**src/rtl/except_unit_pkg.sv**
```systemverilog
// Shared definitions for the memory-stage exception arbiter: type codes,
// CP0 register numbers, FSM states and the fixed-priority winner selector.
package except_unit_pkg;

  localparam logic [31:0] ZERO_WORD   = 32'h0000_0000;

  localparam logic [31:0] EXC_INT     = 32'h0000_0001;
  localparam logic [31:0] EXC_ADEL    = 32'h0000_0004;
  localparam logic [31:0] EXC_ADES    = 32'h0000_0005;
  localparam logic [31:0] EXC_SYSCALL = 32'h0000_0008;
  localparam logic [31:0] EXC_BREAK   = 32'h0000_0009;
  localparam logic [31:0] EXC_RI      = 32'h0000_000a;
  localparam logic [31:0] EXC_OV      = 32'h0000_000c;
  localparam logic [31:0] EXC_TRAP    = 32'h0000_000d;
  localparam logic [31:0] EXC_ERET    = 32'h0000_000e;

  localparam logic [4:0] CP0_REG_STATUS = 5'd12;
  localparam logic [4:0] CP0_REG_CAUSE  = 5'd13;
  localparam logic [4:0] CP0_REG_EPC    = 5'd14;

  typedef enum logic {
    ST_IDLE  = 1'b0,
    ST_FLUSH = 1'b1
  } exc_state_e;

  typedef struct packed {
    logic [31:0] excepttype;
    logic [31:0] bad_addr;
  } exc_sel_t;

  // Highest priority first; a result with excepttype == ZERO_WORD means no winner.
  function automatic exc_sel_t pick_exception(
    input logic        int_take,
    input logic        adel_if,
    input logic        ri,
    input logic        ov,
    input logic        syscall,
    input logic        brk,
    input logic        adel_d,
    input logic        ades_d,
    input logic        eret,
    input logic [31:0] pc,
    input logic [31:0] addr
  );
    exc_sel_t sel;
    sel.excepttype = ZERO_WORD;
    sel.bad_addr   = ZERO_WORD;
    if (int_take)     sel.excepttype = EXC_INT;
    else if (adel_if) begin
      sel.excepttype = EXC_ADEL;
      sel.bad_addr   = pc;
    end
    else if (ri)      sel.excepttype = EXC_RI;
    else if (ov)      sel.excepttype = EXC_OV;
    else if (syscall) sel.excepttype = EXC_SYSCALL;
    else if (brk)     sel.excepttype = EXC_BREAK;
    else if (adel_d) begin
      sel.excepttype = EXC_ADEL;
      sel.bad_addr   = addr;
    end
    else if (ades_d) begin
      sel.excepttype = EXC_ADES;
      sel.bad_addr   = addr;
    end
    else if (eret)    sel.excepttype = EXC_ERET;
    return sel;
  endfunction

endpackage

```
**src/rtl/except_unit_cp0_fwd.sv**
```systemverilog
// Combinational merge of a same-cycle WB MTC0 write into the CP0 Status,
// Cause and EPC values; also usable by the MFC0 bypass path.
module except_unit_cp0_fwd
  import except_unit_pkg::*;
(
  input  logic [31:0] cp0_status_i,
  input  logic [31:0] cp0_cause_i,
  input  logic [31:0] cp0_epc_i,
  input  logic        wb_cp0_we_i,
  input  logic [4:0]  wb_cp0_waddr_i,
  input  logic [31:0] wb_cp0_data_i,
  output logic [31:0] eff_status_o,
  output logic [31:0] eff_cause_o,
  output logic [31:0] eff_epc_o
);

  always_comb begin
    eff_status_o = cp0_status_i;
    eff_cause_o  = cp0_cause_i;
    eff_epc_o    = cp0_epc_i;
    if (wb_cp0_we_i) begin
      unique case (wb_cp0_waddr_i)
        // Only IM, EXL and IE are software-writable in Status.
        CP0_REG_STATUS: eff_status_o = {cp0_status_i[31:16], wb_cp0_data_i[15:8],
                                        cp0_status_i[7:2], wb_cp0_data_i[1:0]};
        CP0_REG_CAUSE:  eff_cause_o  = {cp0_cause_i[31:10], wb_cp0_data_i[9:8],
                                        cp0_cause_i[7:0]};
        CP0_REG_EPC:    eff_epc_o    = wb_cp0_data_i;
        default: ;
      endcase
    end
  end

endmodule

```
**src/rtl/except_unit.sv**
```systemverilog
// Memory-stage exception arbiter: picks one exception per accepted MEM
// instruction, pulses it to CP0 for one cycle and flushes/redirects the pipe.
module except_unit
  import except_unit_pkg::*;
#(
  parameter logic [31:0] EXC_VECTOR   = 32'hBFC0_0380,
  parameter int unsigned FLUSH_CYCLES = 2
) (
  input  logic        clk,
  input  logic        rst,
  input  logic        mem_valid_i,
  input  logic        mem_stall_i,
  input  logic [31:0] mem_pc_i,
  input  logic        mem_delayslot_i,
  input  logic [31:0] mem_addr_i,
  input  logic        adel_if_i,
  input  logic        ri_i,
  input  logic        ov_i,
  input  logic        syscall_i,
  input  logic        break_i,
  input  logic        adel_d_i,
  input  logic        ades_d_i,
  input  logic        eret_i,
  input  logic [31:0] cp0_status_i,
  input  logic [31:0] cp0_cause_i,
  input  logic [31:0] cp0_epc_i,
  input  logic        wb_cp0_we_i,
  input  logic [4:0]  wb_cp0_waddr_i,
  input  logic [31:0] wb_cp0_data_i,
  output logic [31:0] excepttype_o,
  output logic [31:0] current_inst_addr_o,
  output logic        is_in_delayslot_o,
  output logic [31:0] bad_addr_o,
  output logic        flush_o,
  output logic [31:0] newpc_o,
  output exc_state_e  state_o
);

  localparam logic [3:0] FLUSH_INIT = 4'(FLUSH_CYCLES);

  logic [31:0] eff_status, eff_cause, eff_epc;
  logic        int_cond, accept, fire;
  exc_sel_t    sel;

  exc_state_e  state_q, state_d;
  logic [3:0]  flush_cnt_q, flush_cnt_d;
  logic        int_pending_q, int_pending_d;
  logic        flush_q, flush_d;
  logic [31:0] newpc_q, newpc_d;
  logic [31:0] excepttype_q, excepttype_d;
  logic [31:0] inst_addr_q, inst_addr_d;
  logic        delayslot_q, delayslot_d;
  logic [31:0] bad_addr_q, bad_addr_d;

  except_unit_cp0_fwd u_cp0_fwd (
    .cp0_status_i   (cp0_status_i),
    .cp0_cause_i    (cp0_cause_i),
    .cp0_epc_i      (cp0_epc_i),
    .wb_cp0_we_i    (wb_cp0_we_i),
    .wb_cp0_waddr_i (wb_cp0_waddr_i),
    .wb_cp0_data_i  (wb_cp0_data_i),
    .eff_status_o   (eff_status),
    .eff_cause_o    (eff_cause),
    .eff_epc_o      (eff_epc)
  );

  assign int_cond = eff_status[0] & ~eff_status[1] & (|(eff_cause[15:8] & eff_status[15:8]));
  assign accept   = (state_q == ST_IDLE) & mem_valid_i & ~mem_stall_i;
  assign sel      = pick_exception(accept & (int_pending_q | int_cond), adel_if_i, ri_i, ov_i,
                                   syscall_i, break_i, adel_d_i, ades_d_i, eret_i,
                                   mem_pc_i, mem_addr_i);
  assign fire     = accept & (sel.excepttype != ZERO_WORD);

  always_comb begin
    state_d      = state_q;
    flush_cnt_d  = flush_cnt_q;
    flush_d      = flush_q;
    newpc_d      = newpc_q;
    excepttype_d = ZERO_WORD;
    inst_addr_d  = ZERO_WORD;
    delayslot_d  = 1'b0;
    bad_addr_d   = ZERO_WORD;

    // Pending latches the interrupt while MEM holds bubbles; only armed in IDLE.
    int_pending_d = int_pending_q;
    if (fire || !int_cond)         int_pending_d = 1'b0;
    else if (state_q == ST_IDLE)   int_pending_d = 1'b1;

    unique case (state_q)
      ST_IDLE: begin
        if (fire) begin
          state_d      = ST_FLUSH;
          flush_cnt_d  = FLUSH_INIT;
          flush_d      = 1'b1;
          newpc_d      = (sel.excepttype == EXC_ERET) ? eff_epc : EXC_VECTOR;
          excepttype_d = sel.excepttype;
          inst_addr_d  = mem_pc_i;
          delayslot_d  = mem_delayslot_i;
          bad_addr_d   = sel.bad_addr;
        end
      end
      ST_FLUSH: begin
        if (flush_cnt_q == 4'd1) begin
          state_d     = ST_IDLE;
          flush_cnt_d = 4'd0;
          flush_d     = 1'b0;
          newpc_d     = ZERO_WORD;
        end else begin
          flush_cnt_d = flush_cnt_q - 4'd1;
        end
      end
      default: state_d = ST_IDLE;
    endcase
  end

  always_ff @(posedge clk or negedge rst) begin
    if (!rst) begin
      state_q       <= ST_IDLE;
      flush_cnt_q   <= 4'd0;
      int_pending_q <= 1'b0;
      flush_q       <= 1'b0;
      newpc_q       <= ZERO_WORD;
      excepttype_q  <= ZERO_WORD;
      inst_addr_q   <= ZERO_WORD;
      delayslot_q   <= 1'b0;
      bad_addr_q    <= ZERO_WORD;
    end else begin
      state_q       <= state_d;
      flush_cnt_q   <= flush_cnt_d;
      int_pending_q <= int_pending_d;
      flush_q       <= flush_d;
      newpc_q       <= newpc_d;
      excepttype_q  <= excepttype_d;
      inst_addr_q   <= inst_addr_d;
      delayslot_q   <= delayslot_d;
      bad_addr_q    <= bad_addr_d;
    end
  end

  assign excepttype_o        = excepttype_q;
  assign current_inst_addr_o = inst_addr_q;
  assign is_in_delayslot_o   = delayslot_q;
  assign bad_addr_o          = bad_addr_q;
  assign flush_o             = flush_q;
  assign newpc_o             = newpc_q;
  assign state_o             = state_q;

endmodule

```
**config.mk**
```make
export PLATFORM = sky130hd
export DESIGN_NAME = except_unit
export DESIGN_NICKNAME = d
export VERILOG_FILES = /design/src/rtl/except_unit_pkg.sv /design/src/rtl/except_unit_cp0_fwd.sv /design/src/rtl/except_unit.sv
export SDC_FILE = /design/constraint.sdc
export NUM_CORES = 1
export LEC_CHECK = 0
export BUFFER_PORTS_ARGS = -buffer_cell sky130_fd_sc_hd__buf_2
export CORE_AREA = 2 2 134 136
export DETAILED_ROUTE_END_ITERATION = 16
export DIE_AREA = 0 0 136 138
export PLACE_DENSITY_LB_ADDON = 0.25
export SYNTH_ARGS = -nofsm -noshare
export SYNTH_HDL_FRONTEND = slang
export SYNTH_SLANG_ARGS = --single-unit
```
**constraint.sdc**
```tcl
create_clock -name clk -period 2 [get_ports clk]
set_input_delay 0.4 -clock clk [delete_from_list [all_inputs] [get_ports clk]]
set_output_delay 0.4 -clock clk [all_outputs]
set_load 0.01 [all_outputs]
```
==> summary.txt <==
Status
  – Run status: finished, violations left
  – Violated checks: negative setup slack

Power
  – Internal: 4.57 mW
  – Clk pwr share: between 20 and 30%
  – Share of total power in combinational logic: between 30 and 40%
  – Lkg Pwr: 3.86 nW
  – Sequential share of power: 39.4%
  – Max VDD drop: 0.388 mV
  – Sw frac: a little under a third
  – Cell area power density: just under 900 nW/um^2
  – NetSw: roughly 2.1 mW
  – Total Power: 6.62 mW

Global routing
  – Grt ovf: 0
  – First-pass GRT wire length: about 23000 um
  – Total GRT Usage: approximately 16%
  – Vias in the first global route: about 4500
  – Largest net degree at the start of global routing: 44
  – Initial antenna violation count: 0

Clock network
  – H-tree depth: 3
  – CTS Buffer Depth: 2
  – CTS sink cnt: roughly 110
  – Root Driver: clkbuf_16
  – Worst-path clk slew: 0.08 ns
  – CTS tree: done
  – Number of CTS-inserted buffers: 9
  – Worst-Skew Late Latency: approximately 0.35 ns

Detailed routing
  – Drt wl/cell: ~17 um
  – Final wirelength: 16300 um
  – DR iter-0 viols: between 100 and 150
  – Via count: 4346
  – Number of remaining DRC errors: 0
  – 1st-pass router iterations: 4
  – Vias/cell: approximately 4.6
  – Post-route ant nets: 0

Floorplan
  – Core area: about 18000 um^2
  – I/O pins: roughly 340
  – Initial core utilization: around 28%
  – Die area: between 15000 and 20000 um^2
  – Die Width: between 100 and 150 um
  – FP Rows: 49
  – Die Ht: between 100 and 150 um

Worst setup path
  – Crit Path Class: input pin to register
  – Reg-to-Reg End: newpc_o[23]
  – CP cell instances: buf_6 -> nand4b_4 -> or3_4 -> mux2_4 -> a22oi_2 -> buf_4 -> a31o_4 -> nand3_4 -> buf_6 -> nor3b_2
  – Flop2flop setup slack: ~0.21 ns
  – Critical path startpoint category: input pin
  – Max stage delay on crit path: around 0.39 ns
  – R2R depth: 6
  – CP max stage cell: or3_4
  – WP data required: roughly 2.3 ns
  – CP Capture Type: register
  – Most common cell on crit path: buf_6
  – Crit-path max FO: 7
  – WP data arrival: between 2 and 3 ns
  – Worst r2r src: state_o

Timing
  – Final hold vios: 0
  – Worst-margin pin slew: 0.522 ns
  – Final period utilization: 112%
  – Slew Limit Fails: 0
  – Final Skew: between 0.009 and 0.01 ns
  – RSZ-0062 raised after global routing: true
  – Headroom to the max-slew limit: between 60 and 70%
  – Setup Viol. Count Final: between 100 and 150
  – Setup slack after layout: -0.244 ns
  – Highest achievable clock rate: around 450 MHz
  – Crit path time final: between 2 and 2.5 ns

Synthesis
  – Seq cells post-synth: around 110
  – Ys flop type: dfrtp_1
  – Async set-reset flop share out of synthesis: 100%
  – Count of flip-flops with a built-in enable after synthesis: 0
  – Synth Warn #: 0
  – Synthesized instance count: approximately 420
  – Post-synthesis sequential area ratio: 55.9%
  – Mapped Avg Cell Area: between 10 and 15 um^2
  – Synth unique cells: 40
  – Synth Cell Area: ~4800 um^2

Cells and area
  – Multi-input logic area: about 2400 um^2
  – Net count, final: 934
  – Final core utilization: a little over two fifths
  – Final non-filler cell total: around 960
  – Sequential cell area: about 2700 um^2
  – FILL cells: 1724
  – Share of cells above drive strength 1: roughly three fifths
  – Most frequent cells in the layout: 265 x buf_2, 108 x dfrtp_1, 34 x a22oi_1
  – Final instance area: between 7000 and 8000 um^2
  – Most common cell after layout, fill and taps aside: buf_2
  – Synthesis-to-finish area growth: 58.4%
  – Ant diodes: 0

Place
  – Detailed placer's ending HPWL: ~12000 um
  – Placed insts: between 900 and 1000
  – Setup WS pre-CTS: -0.743 ns
  – Cell Area, Placed: 6660 um^2
  – Port bufs: between 200 and 300
  – Routability cong.: slightly below 0.8

Min path
  – Hold WC Path Type: input pin to async pin

Run
  – # Max-Cap Violations: 0
==> worst max-delay path: cells and delay by family <==
family	cells	cell delay [ns]
AO/OA/AOI/OAI	2	0.44
multiplexers	1	0.32
AND/OR/NAND/NOR	4	0.90
buffers and inverters	3	0.45
==> cells by family (layout without fill, tap and decap cells) <==
| family | count (synthesis) | in the layout | synth area share [%] |
|---|---|---|---|
| flops | 108 | 108 | 55.9 |
| fa+ha+maj | 2 | 2 | 0.517 |
| compound gates | 87 | 87 | 14.2 |
| buf+inv | 61 | 338 | 7.45 |
| simple gates | 124 | 125 | 13.8 |
| mux | 38 | 38 | 8.04 |
| other cells | 1 | 28 | 0.0775 |
==> state kept, by name, indices dropped and copies added, names as in the netlist <==
signal and cells:
bad_addr_o 32, current_inst_addr_o 32, newpc_o 32, excepttype_o 4, flush_cnt_q 4, flush_o 1
int_pending_q 1, is_in_delayslot_o 1, state_o 1
==> area by class of cell <==
type,instances,area share (%)
multi-input cells,280,31.1
inverters,5,0.245
repair buffers,317,25.6
well taps,229,3.74
clock buffers,9,2.94
clock inverters,7,1.06
flip-flops and latches,108,35.3
==> how the worst max path moves through the flow <==
stage / from / to / slack, ns / cells past startpoint
finish: wb_cp0_waddr_i[4] / bad_addr_o[23] / -0.24 / 10
global route: wb_cp0_waddr_i[4] / newpc_o[16] / -0.31 / 10
CTS: eret_i / newpc_o[6] / -0.17 / 10
detailed placement: wb_cp0_waddr_i[4] / current_inst_addr_o[23] / -0.74 / 10
global placement: wb_cp0_waddr_i[4] / current_inst_addr_o[18] / -0.73 / 10
floorplan: eret_i / flush_cnt_q[1] / -0.43 / 9
==> synthesized netlist by cell type, drive strengths merged (2+ instances only) <==
| cell type | n | area [um^2] |
|---|---|---|
| a211oi | 2 | 15.0 |
| nand2 | 8 | 30.0 |
| or3 | 5 | 31.3 |
| a22oi | 35 | 268 |
| a31oi | 2 | 12.5 |
| dfrtp | 108 | 2700 |
| clkbuf | 22 | 82.6 |
| nor3 | 7 | 35.0 |
| nand3 | 2 | 10.0 |
| mux2i | 34 | 340 |
| a21oi | 4 | 20.0 |
| nor3b | 4 | 30.0 |
| a222oi | 2 | 20.0 |
| buf | 34 | 259 |
| o21ai | 3 | 15.0 |
| inv | 5 | 18.8 |
| o2bb2ai | 20 | 175 |
| nand2b | 4 | 25.0 |
| a2bb2oi | 12 | 105 |
| a21o | 2 | 15.0 |
| ha | 2 | 25.0 |
| mux2 | 4 | 48.8 |
| nor2 | 42 | 158 |
| and2 | 47 | 294 |
==> power groups by stage <==
stage / Combinational (mW) / Clock [mW] / Sequential [mW]
after floorplan: 0.836 / 0 / 2.77
after global placement: 1.66 / 0 / 2.65
after detailed placement: 1.71 / 0 / 2.66
after CTS: 1.77 / 1.94 / 2.62
after global routing: 2.35 / 2.05 / 2.66
final: 2.15 / 1.86 / 2.61
==> layer usage <==
metal | GRT usage (%) | wire [um] | up-vias
met5 | 0 | 0 | -
li1 | - | - | 2025
met4 | 5.92 | 245 | 0
met3 | 4.03 | 1310 | 13
met1 | 19.4 | 6550 | 2095
met2 | 27.3 | 8210 | 213
==> through the flow <==
stage	hold WS [ns]	setup TNS (ns)
6_report	0.0255	-19.86
5_1_grt	0.0484	-25.23
4_1_cts	0.0255	-13.31
3_5_place_dp	0.414	-69.47
2_1_floorplan	0.104	-28.73
3_3_place_gp	0.405	-68.80
==> repair_timing <==
item | in CTS | in global routing
setup buffers | 2 | 3
pin swaps | 12 | 52
endpoints found under the setup margin | 105 | 106
cloned | 1 | 7
gates resized for setup | 30 | 104
hold buffers | 0 | 0
(Power assumes the default switching activity.)
